==> src/rtl/add16_seq_arbiter_if.sv <==
// Bundle of request/operand/result signals shared by two requesters and
// the time-shared slice adder. The DUT sits on the slave side.
//
// Handshake: reqN is a level request; it is sampled only while the arbiter
// is idle. Once granted, operands and carry-in are latched and reqN may
// drop freely. ackN pulses for exactly one cycle together with done, at
// which point sum/cout hold the finished result until the next done.
interface add16_seq_arbiter_if #(
    parameter int WIDTH = 16
);
    logic             req0;
    logic             req1;
    logic [WIDTH-1:0] a0;
    logic [WIDTH-1:0] b0;
    logic [WIDTH-1:0] a1;
    logic [WIDTH-1:0] b1;
    logic             cin0;
    logic             cin1;
    logic             ack0;
    logic             ack1;
    logic             gnt_id;
    logic             busy;
    logic             done;
    logic [WIDTH-1:0] sum;
    logic             cout;

    modport master (
        output req0, req1, a0, b0, a1, b1, cin0, cin1,
        input  ack0, ack1, gnt_id, busy, done, sum, cout
    );

    modport slave (
        input  req0, req1, a0, b0, a1, b1, cin0, cin1,
        output ack0, ack1, gnt_id, busy, done, sum, cout
    );
endinterface

==> src/rtl/add16_seq_arbiter.sv <==
// Two-requester round-robin arbiter in front of a WIDTH-bit adder built
// from a single 4-bit ripple slice reused over N = WIDTH/4 cycles.
// sum/cout only change when the last slice completes, so the visible
// result is never half-updated.
module add16_seq_arbiter #(
    parameter int WIDTH = 16
) (
    input  logic                 clk,
    input  logic                 rst,
    add16_seq_arbiter_if.slave   bus,
    output logic [1:0]           dbg_state
);
    localparam int N  = WIDTH / 4;
    localparam int KW = (N > 1) ? $clog2(N) : 1;
    localparam logic [KW-1:0] K_LAST = KW'(N - 1);

    typedef enum logic [1:0] {
        IDLE = 2'd0,
        ADD  = 2'd1,
        DONE = 2'd2
    } state_t;

    state_t           state_q;
    state_t           state_d;
    logic [WIDTH-1:0] a_q;
    logic [WIDTH-1:0] b_q;
    logic [WIDTH-1:0] res_q;
    logic [WIDTH-1:0] res_d;
    logic [WIDTH-1:0] sum_q;
    logic [KW-1:0]    k_q;
    logic             carry_q;
    logic             cout_q;
    logic             gnt_q;
    logic             last_q;
    logic             any_req;
    logic             grant_d;
    logic [3:0]       sx;
    logic [3:0]       sy;
    logic [3:0]       ss;
    logic             sc;
    logic             rc;

    assign any_req = bus.req0 | bus.req1;

    // Pick a winner: a lone request wins, contention goes to whoever did not win last.
    always_comb begin
        grant_d = (bus.req0 && bus.req1) ? ~last_q : bus.req1;
    end

    // 4-bit ripple slice operating on nibble k of the latched operands.
    always_comb begin
        sx = a_q[{k_q, 2'b00} +: 4];
        sy = b_q[{k_q, 2'b00} +: 4];
        ss = 4'h0;
        rc = carry_q;
        for (int i = 0; i < 4; i++) begin
            ss[i] = sx[i] ^ sy[i] ^ rc;
            rc    = (sx[i] & sy[i]) | (rc & (sx[i] ^ sy[i]));
        end
        sc = rc;
    end

    // Result register with the current slice merged in.
    always_comb begin
        res_d = res_q;
        res_d[{k_q, 2'b00} +: 4] = ss;
    end

    // Next-state logic.
    always_comb begin
        state_d = state_q;
        case (state_q)
            IDLE:    if (any_req) state_d = ADD;
            ADD:     if (k_q == K_LAST) state_d = DONE;
            DONE:    state_d = IDLE;
            default: state_d = IDLE;
        endcase
    end

    // State register; reset aborts any operation in flight.
    always_ff @(posedge clk or posedge rst) begin
        if (rst) state_q <= IDLE;
        else     state_q <= state_d;
    end

    // Grant capture, slice stepping and result publication.
    always_ff @(posedge clk or posedge rst) begin
        if (rst) begin
            a_q     <= '0;
            b_q     <= '0;
            res_q   <= '0;
            sum_q   <= '0;
            k_q     <= '0;
            carry_q <= 1'b0;
            cout_q  <= 1'b0;
            gnt_q   <= 1'b0;
            last_q  <= 1'b1;
        end else begin
            case (state_q)
                IDLE: begin
                    if (any_req) begin
                        gnt_q   <= grant_d;
                        last_q  <= grant_d;
                        a_q     <= grant_d ? bus.a1 : bus.a0;
                        b_q     <= grant_d ? bus.b1 : bus.b0;
                        carry_q <= grant_d ? bus.cin1 : bus.cin0;
                        k_q     <= '0;
                    end
                end
                ADD: begin
                    res_q   <= res_d;
                    carry_q <= sc;
                    k_q     <= k_q + KW'(1);
                    if (k_q == K_LAST) begin
                        sum_q  <= res_d;
                        cout_q <= sc;
                    end
                end
                default: ;
            endcase
        end
    end

    assign bus.done   = (state_q == DONE);
    assign bus.busy   = (state_q != IDLE);
    assign bus.ack0   = (state_q == DONE) & ~gnt_q;
    assign bus.ack1   = (state_q == DONE) &  gnt_q;
    assign bus.gnt_id = gnt_q;
    assign bus.sum    = sum_q;
    assign bus.cout   = cout_q;
    assign dbg_state  = state_q;
endmodule

==> src/flat_wrapper.sv <==
// flat-port wrapper written by rule: the top's interface ports become plain ports
module add16_seq_arbiter_flat 
#(
    parameter int WIDTH = 16
)
  (clk, rst, dbg_state, bus_req0, bus_req1, bus_a0, bus_b0, bus_a1, bus_b1, bus_cin0, bus_cin1, bus_ack0, bus_ack1, bus_gnt_id, bus_busy, bus_done, bus_sum, bus_cout);
  add16_seq_arbiter_if #(.WIDTH(WIDTH)) bus_i ();
  input  logic clk;
  input  logic rst;
  output logic [1:0] dbg_state;
  input wire logic [$bits(bus_i.req0)-1:0] bus_req0;
  input wire logic [$bits(bus_i.req1)-1:0] bus_req1;
  input wire logic [$bits(bus_i.a0)-1:0] bus_a0;
  input wire logic [$bits(bus_i.b0)-1:0] bus_b0;
  input wire logic [$bits(bus_i.a1)-1:0] bus_a1;
  input wire logic [$bits(bus_i.b1)-1:0] bus_b1;
  input wire logic [$bits(bus_i.cin0)-1:0] bus_cin0;
  input wire logic [$bits(bus_i.cin1)-1:0] bus_cin1;
  output wire logic [$bits(bus_i.ack0)-1:0] bus_ack0;
  output wire logic [$bits(bus_i.ack1)-1:0] bus_ack1;
  output wire logic [$bits(bus_i.gnt_id)-1:0] bus_gnt_id;
  output wire logic [$bits(bus_i.busy)-1:0] bus_busy;
  output wire logic [$bits(bus_i.done)-1:0] bus_done;
  output wire logic [$bits(bus_i.sum)-1:0] bus_sum;
  output wire logic [$bits(bus_i.cout)-1:0] bus_cout;
  assign bus_i.req0 = bus_req0;
  assign bus_i.req1 = bus_req1;
  assign bus_i.a0 = bus_a0;
  assign bus_i.b0 = bus_b0;
  assign bus_i.a1 = bus_a1;
  assign bus_i.b1 = bus_b1;
  assign bus_i.cin0 = bus_cin0;
  assign bus_i.cin1 = bus_cin1;
  assign bus_ack0 = bus_i.ack0;
  assign bus_ack1 = bus_i.ack1;
  assign bus_gnt_id = bus_i.gnt_id;
  assign bus_busy = bus_i.busy;
  assign bus_done = bus_i.done;
  assign bus_sum = bus_i.sum;
  assign bus_cout = bus_i.cout;
  add16_seq_arbiter #(.WIDTH(WIDTH)) u_core (.clk(clk), .rst(rst), .bus(bus_i), .dbg_state(dbg_state));
endmodule
==> config.mk <==
export PLATFORM = sky130hd
export DESIGN_NAME = add16_seq_arbiter_flat
export DESIGN_NICKNAME = d
export VERILOG_FILES = /design/src/rtl/add16_seq_arbiter_if.sv /design/src/rtl/add16_seq_arbiter.sv /design/src/flat_wrapper.sv
export SDC_FILE = /design/constraint.sdc
export NUM_CORES = 1
export LEC_CHECK = 0
export ABC_AREA = 1
export BUFFER_PORTS_ARGS = -buffer_cell sky130_fd_sc_hd__buf_2
export CORE_ASPECT_RATIO = 0.75
export CORE_MARGIN = 2
export CORE_UTILIZATION = 45
export DETAILED_ROUTE_END_ITERATION = 10
export PLACE_DENSITY = 0.79
export SETUP_SLACK_MARGIN = 0.1
export SLEW_MARGIN = 20
export SYNTH_ARGS = -nofsm -noshare
export SYNTH_HDL_FRONTEND = slang
export SYNTH_SLANG_ARGS = --single-unit
==> constraint.sdc <==
create_clock -name clk -period 6.6 [get_ports clk]
set_input_delay 1.32 -clock clk [delete_from_list [all_inputs] [get_ports clk]]
set_output_delay 1.32 -clock clk [all_outputs]
set_load 0.005 [all_outputs]
# After elaboration in Yosys (flattened, before gate mapping)
# Cells that the tools add are included.
op_classes:
  add_sub_neg: 2
  eq_ne: 5
  n_shift: 4
  n_mux: 12
  n_bitwise: 25
  n_reduce_logical: 8
ops:
  columns: ["op", "count"]
  rows:
  - ["two-way mux 16 bit", 2]
  - ["indexed part select 16 x 5 -> 4 bit", 2]
  - ["bitwise mux 16 bit", 1]
  - ["variable shift 4 x 6 -> 16 bit, first input constant", 1]
  - ["indexed part select 4 x 6 -> 16 bit", 1]
  - ["bitwise AND 1 bit", 10]
  - ["one-hot mux 2 bit (2 select lines)", 2]
  - ["AND reduction 2 bit", 4]
  - ["bitwise XOR 1 bit", 8]
  - ["two-way mux 2 bit", 3]
  - ["negator 4 -> 6 bit", 1]
  - ["OR 1 bit", 5]
  - ["== test 2 bit, second input constant", 2]
  - ["!= test 2 x 1 -> 1 bit, second input constant", 2]
  - ["nonzero test 2 bit", 2]
  - ["two-way mux 1 bit", 3]
  - ["adder 2 x 1 -> 2 bit, second input constant", 1]
  - ["== test 2 x 1 -> 1 bit, second input constant", 1]
  - ["zero test 2 bit", 1]
  - ["inverter 1 bit", 2]
  - ["one-hot mux 1 bit (2 select lines)", 1]
  - ["logical AND 1 bit", 1]
word_totals:
  reg_bits: 72
  in_bits: 70
  elab_cells: 66

# Longest topological paths before layout
depth:
  depth_word: 11
  mapped_depth: 17
  ltp_nobuf: 15

# Worst setup path after synthesis
# OpenSTA, ideal clock, no wires.
synth_path:
  path_kind: "register to register"
  start: "reg u_core.k_q[0]"
  end: "reg u_core.sum_q[7] (netlist: u_core.bus.sum[7])"
  setup_time_ns: 0.117
  arrival_ns: 2.762
  t_required_ns: 6.483
  setup_slack_ns: 3.721
  stages_incl_launch_ff: 17
  n_path_buf: 2
  cell_sequence: "dfrtp_1 > buf_2 > clkbuf_1 > nand2_1 > nand3_1 > nand2_1 > fa_1 > inv_1 > fa_1 > inv_1 > fa_1 > inv_1 > fa_1 > nand3_1 > o21bai_1 > nand2_1 > nand2_1"
synth_between:
  elab_chain_cells: 11
synth_lines:
  columns: ["item", "line", "source"]
  rows:
  - ["start, declared", "add16_seq_arbiter.sv:30", "logic [KW-1:0] k_q;"]
  - ["start signal, assigned", "add16_seq_arbiter.sv:113", "k_q <= k_q + KW'(1);"]
  - ["indexed part select 16 x 5 -> 4 bit (on tied branches)", "add16_seq_arbiter.sv:52, add16_seq_arbiter.sv:53", null]
  - ["bitwise XOR 1 bit", "add16_seq_arbiter.sv:57, add16_seq_arbiter.sv:58", null]
  - ["bitwise AND 1 bit", "add16_seq_arbiter.sv:58", "rc = (sx[i] & sy[i]) | (rc & (sx[i] ^ sy[i]));"]
  - ["OR 1 bit", "add16_seq_arbiter.sv:58", null]
  - ["bitwise AND 1 bit", "add16_seq_arbiter.sv:58", null]
  - ["OR 1 bit", "add16_seq_arbiter.sv:58", null]
  - ["bitwise AND 1 bit", "add16_seq_arbiter.sv:58", null]
  - ["OR 1 bit", "add16_seq_arbiter.sv:58", null]
  - ["bitwise XOR 1 bit", "add16_seq_arbiter.sv:57", "ss[i] = sx[i] ^ sy[i] ^ rc;"]
  - ["indexed part select 4 x 6 -> 16 bit", "add16_seq_arbiter.sv:66", "res_d[{k_q, 2'b00} +: 4] = ss;"]
  - ["bitwise mux 16 bit", "add16_seq_arbiter.sv:66", null]
  - ["end signal, assigned", "add16_seq_arbiter.sv:115", "sum_q <= res_d;"]
  - ["end, declared", "add16_seq_arbiter.sv:29", "logic [WIDTH-1:0] sum_q;"]
# Parallel ways exist; a longest one is shown, timed or not.
# A chain may end at the register's enable or synchronous reset.

# Worst setup path in the final report
layout_path:
  start: "reg u_core.k_q[0]"
  end: "reg u_core.res_q[7]"
layout_between:
  elab_chain_cells: 11
layout_lines:
  columns: ["item", "line", "source"]
  rows:
  - ["indexed part select 16 x 5 -> 4 bit (on tied branches)", "add16_seq_arbiter.sv:52, add16_seq_arbiter.sv:53", null]
  - ["bitwise XOR 1 bit", "add16_seq_arbiter.sv:57, add16_seq_arbiter.sv:58", null]
  - ["bitwise AND 1 bit", "add16_seq_arbiter.sv:58", null]
  - ["OR 1 bit", "add16_seq_arbiter.sv:58", null]
  - ["bitwise AND 1 bit", "add16_seq_arbiter.sv:58", null]
  - ["OR 1 bit", "add16_seq_arbiter.sv:58", null]
  - ["bitwise AND 1 bit", "add16_seq_arbiter.sv:58", null]
  - ["OR 1 bit", "add16_seq_arbiter.sv:58", null]
  - ["bitwise XOR 1 bit", "add16_seq_arbiter.sv:57", null]
  - ["indexed part select 4 x 6 -> 16 bit", "add16_seq_arbiter.sv:66", null]
  - ["bitwise mux 16 bit (*)", "add16_seq_arbiter.sv:66", null]
  - ["end signal, assigned", "add16_seq_arbiter.sv:111", "res_q <= res_d;"]
  - ["end, declared", "add16_seq_arbiter.sv:27", "logic [WIDTH-1:0] res_q;"]
# Every way passes the cells marked *; elsewhere a longest branch is shown, timed or not.

==> out/qor.yml <==
timing:
  min_period_ns: 3.75
  relSlewSlack: 0.335
  timing.final.crit_share: 0.568
  rsz0062_at_grt: "no"
  max_freq_ghz: 0.267
  finalSetupTns_ns: 0
  drv_slew: 0
  tightest_slew_ns: 0.994
  finalSetupViolCount: 0
  finalClockSkew_ns: 0.00849
  finalHoldViolCount: 0
power:
  power_per_cell_area_nw_per_um2: 487
  power_mw: 2.30
  power_leakage_nw: 2.74
  worst_ir_drop_vdd_mv: 0.359
routing:
  firstDrtPassIters: 5
  wl_um: 9220
  drt_iter0_drc: 234
  drc: 0
  dr_total_vias: 3656
  via_per_inst: 4.84
  post_drt_wl_per_cell_um: 12.2
  drtAntennaViolNets: 0
setup_path:
  r2r_start: "u_core.k_q[0]$_DFFE_PP0P_"
  critPathCapture: "u_core.res_q[7]$_DFFE_PP0P_"
  critPathCaptureType: "flop"
  worstSetupPathType: "flop to flop"
  max_stage_delay_ns: 0.89
  reg2reg_setup_slack_ns: 2.85
  crit_fanout: 28
  startpoint: "u_core.k_q[0]$_DFFE_PP0P_"
  cp_cell_sequence: "inv_1, nand2_1, nand3_1, nand2_1, fa_1, inv_1, fa_1, inv_1, fa_1, inv_1, fa_1, nand3_1, o21bai_1, nand2_1, nand2_1"
  rr_worst_depth: 15
  arrival_ns: 4.01
  start_kind: "flop"
  timing.rr.end: "u_core.res_q[7]$_DFFE_PP0P_"
  crit_path_top_delay_cell: "dfrtp_1"
  critPathRequiredTime_ns: 6.86
placement:
  place_congestion: 0.903
  io_buffers: 93
  dp_hpwl_um: 6670
  dpl.cell_count: 739
grt:
  grt_remaining_overflow: 0
  grt_max_degree: 73
  grt_pass1_wl_um: 15900
  grtUsageTotal: 0.205
  grt_pass1_vias: 3508
  antenna_found_initial: 0
finish:
  n_antenna_cell: 0
  mostFrequentLayoutCell: "nand2_1"
  fin_nets: 722
  area_growth_pct: 18.9
  final_cell_mix: "nand2_1, buf_2, dfrtp_1"
  drive_gt1_frac: 0.185
  fin_cells: 755
  fill_cells: 797
outcome:
  status: "finished, final reports clean"
floorplanning:
  die_h_um: 85.3
  core_um2: 8490
  row_count: 29
  initial_utilization: 0.467
  die_area_um2: 9580
  chipWidth_um: 112
  io_pins: 94
clock_tree:
  cts.sinks: 72
  cts_buffer_depth: 2
  clk_latency_ns: 0.33
  ctsHtreeMaxLevel: 3
  cts_buffers: 9
  post-cts-setup-buffer-count: 0
  cts_tree: "yes"
  clkTransAtPathRegs_ns: 0.06
  cts-resized-gates: 0
  cts_root_buf: "clkbuf_16"
  cts_hold_buf: 0
synth:
  netlist_area_um2: 3960
  ys_seq_area_frac: 0.455
  yosysUniqueCellTypes: 23
  syn_nets: 641
  yosysWarningCount: 0
  ys_ff_latch: 72
  netlist_instances: 561
  avgSynthCellArea_um2: 7.06
min_path:
  hold_path_class: "flop to flop"
run:
  maxCapViolations: 0
where the power goes:
part,leakage (nW),total (mW),internal [mW],switching (mW)
Combinational,1.67,1.05,0.369,0.676
Clock,0.143,0.467,0.290,0.177
Sequential,0.925,0.784,0.634,0.151
Total,2.74,2.30,1.29,1.00
metrics by stage:
stage	setup WS, ns	cell area (um^2)	hold slack, ns	util
2_1_floorplan	3.46	3960	0.443	-
3_3_place_gp	3.07	4430	0.451	0.522
3_5_place_dp	2.94	4430	0.459	0.522
4_1_cts	2.92	4710	0.467	0.555
5_1_grt	2.49	4710	0.480	0.555
6_report	2.85	4710	0.466	0.555
worst min path at each step:
stage / slack, ns / endpoint / cells after the start / startpoint
5_1_grt: 0.48 / u_core.last_q$_DFFE_PP1P_ / 2 / u_core.last_q$_DFFE_PP1P_
3_5_place_dp: 0.46 / u_core.last_q$_DFFE_PP1P_ / 2 / u_core.last_q$_DFFE_PP1P_
6_report: 0.47 / u_core.last_q$_DFFE_PP1P_ / 2 / u_core.last_q$_DFFE_PP1P_
2_1_floorplan: 0.44 / u_core.last_q$_DFFE_PP1P_ / 2 / u_core.last_q$_DFFE_PP1P_
3_3_place_gp: 0.45 / u_core.last_q$_DFFE_PP1P_ / 2 / u_core.last_q$_DFFE_PP1P_
4_1_cts: 0.47 / u_core.last_q$_DFFE_PP1P_ / 2 / u_core.last_q$_DFFE_PP1P_
layout make-up:
type | count | area [um^2] | area share
Sequential cell | 72 | 1800 | 0.383
Multi-Input combinational cell | 401 | 1780 | 0.377
Timing Repair Buffer | 94 | 473 | 0.100
Inverter | 64 | 241 | 0.0512
Clock buffer | 11 | 233 | 0.0494
Tap cell | 108 | 135 | 0.0287
Clock inverter | 5 | 50.0 | 0.0106
synth_stat cells, drive strengths merged:
cell	instances	share of area
nand2	252	0.24
o21ai	44	0.056
dfrtp	71	0.45
buf	23	0.035
ha	6	0.019
nand3	27	0.034
dfstp	1	0.0066
o22ai	4	0.0063
o21bai	6	0.011
clkbuf	1	0.00095
nor2	56	0.057
clkinv	2	0.0022
nor3	2	0.0025
fa	4	0.020
inv	62	0.059
metal layers:
metal | global-route usage | vias to the layer above | routed length (um)
met2 | 0.325 | 118 | 4170
li1 | - | 1862 | -
met3 | 0.0507 | 10 | 620
met4 | 0.0543 | 0 | 90
met1 | 0.283 | 1666 | 4340
met5 | 0 | - | 0
critical path, delay by kind of cell (launching register included):
| family | cells | cell delay, ns |
|---|---|---|
| fa+ha+maj | 4 | 1.23 |
| simple gates | 6 | 0.63 |
| flops | 1 | 0.89 |
| buf+inv | 4 | 0.71 |
| compound gates | 1 | 0.23 |
registers in the layout, indices dropped and copies added (netlist names):
| register | flops |
|---|---|
| u_core.a_q | 16 |
| u_core.b_q | 16 |
| u_core.bus.cout | 1 |
| u_core.bus.gnt_id | 1 |
| u_core.bus.sum | 16 |
| u_core.carry_q | 1 |
| u_core.dbg_state | 2 |
| u_core.k_q | 2 |
| u_core.last_q | 1 |
| u_core.res_q | 16 |
logic make-up (layout without fill, tap and decap cells):
family,Yosys count,count (layout),synth area share
flops,72,72,0.455
buf+inv,88,174,0.0973
simple gates,337,337,0.335
fa+ha+maj,10,10,0.0392
compound gates,54,54,0.0733
(Power assumes the default switching activity.)
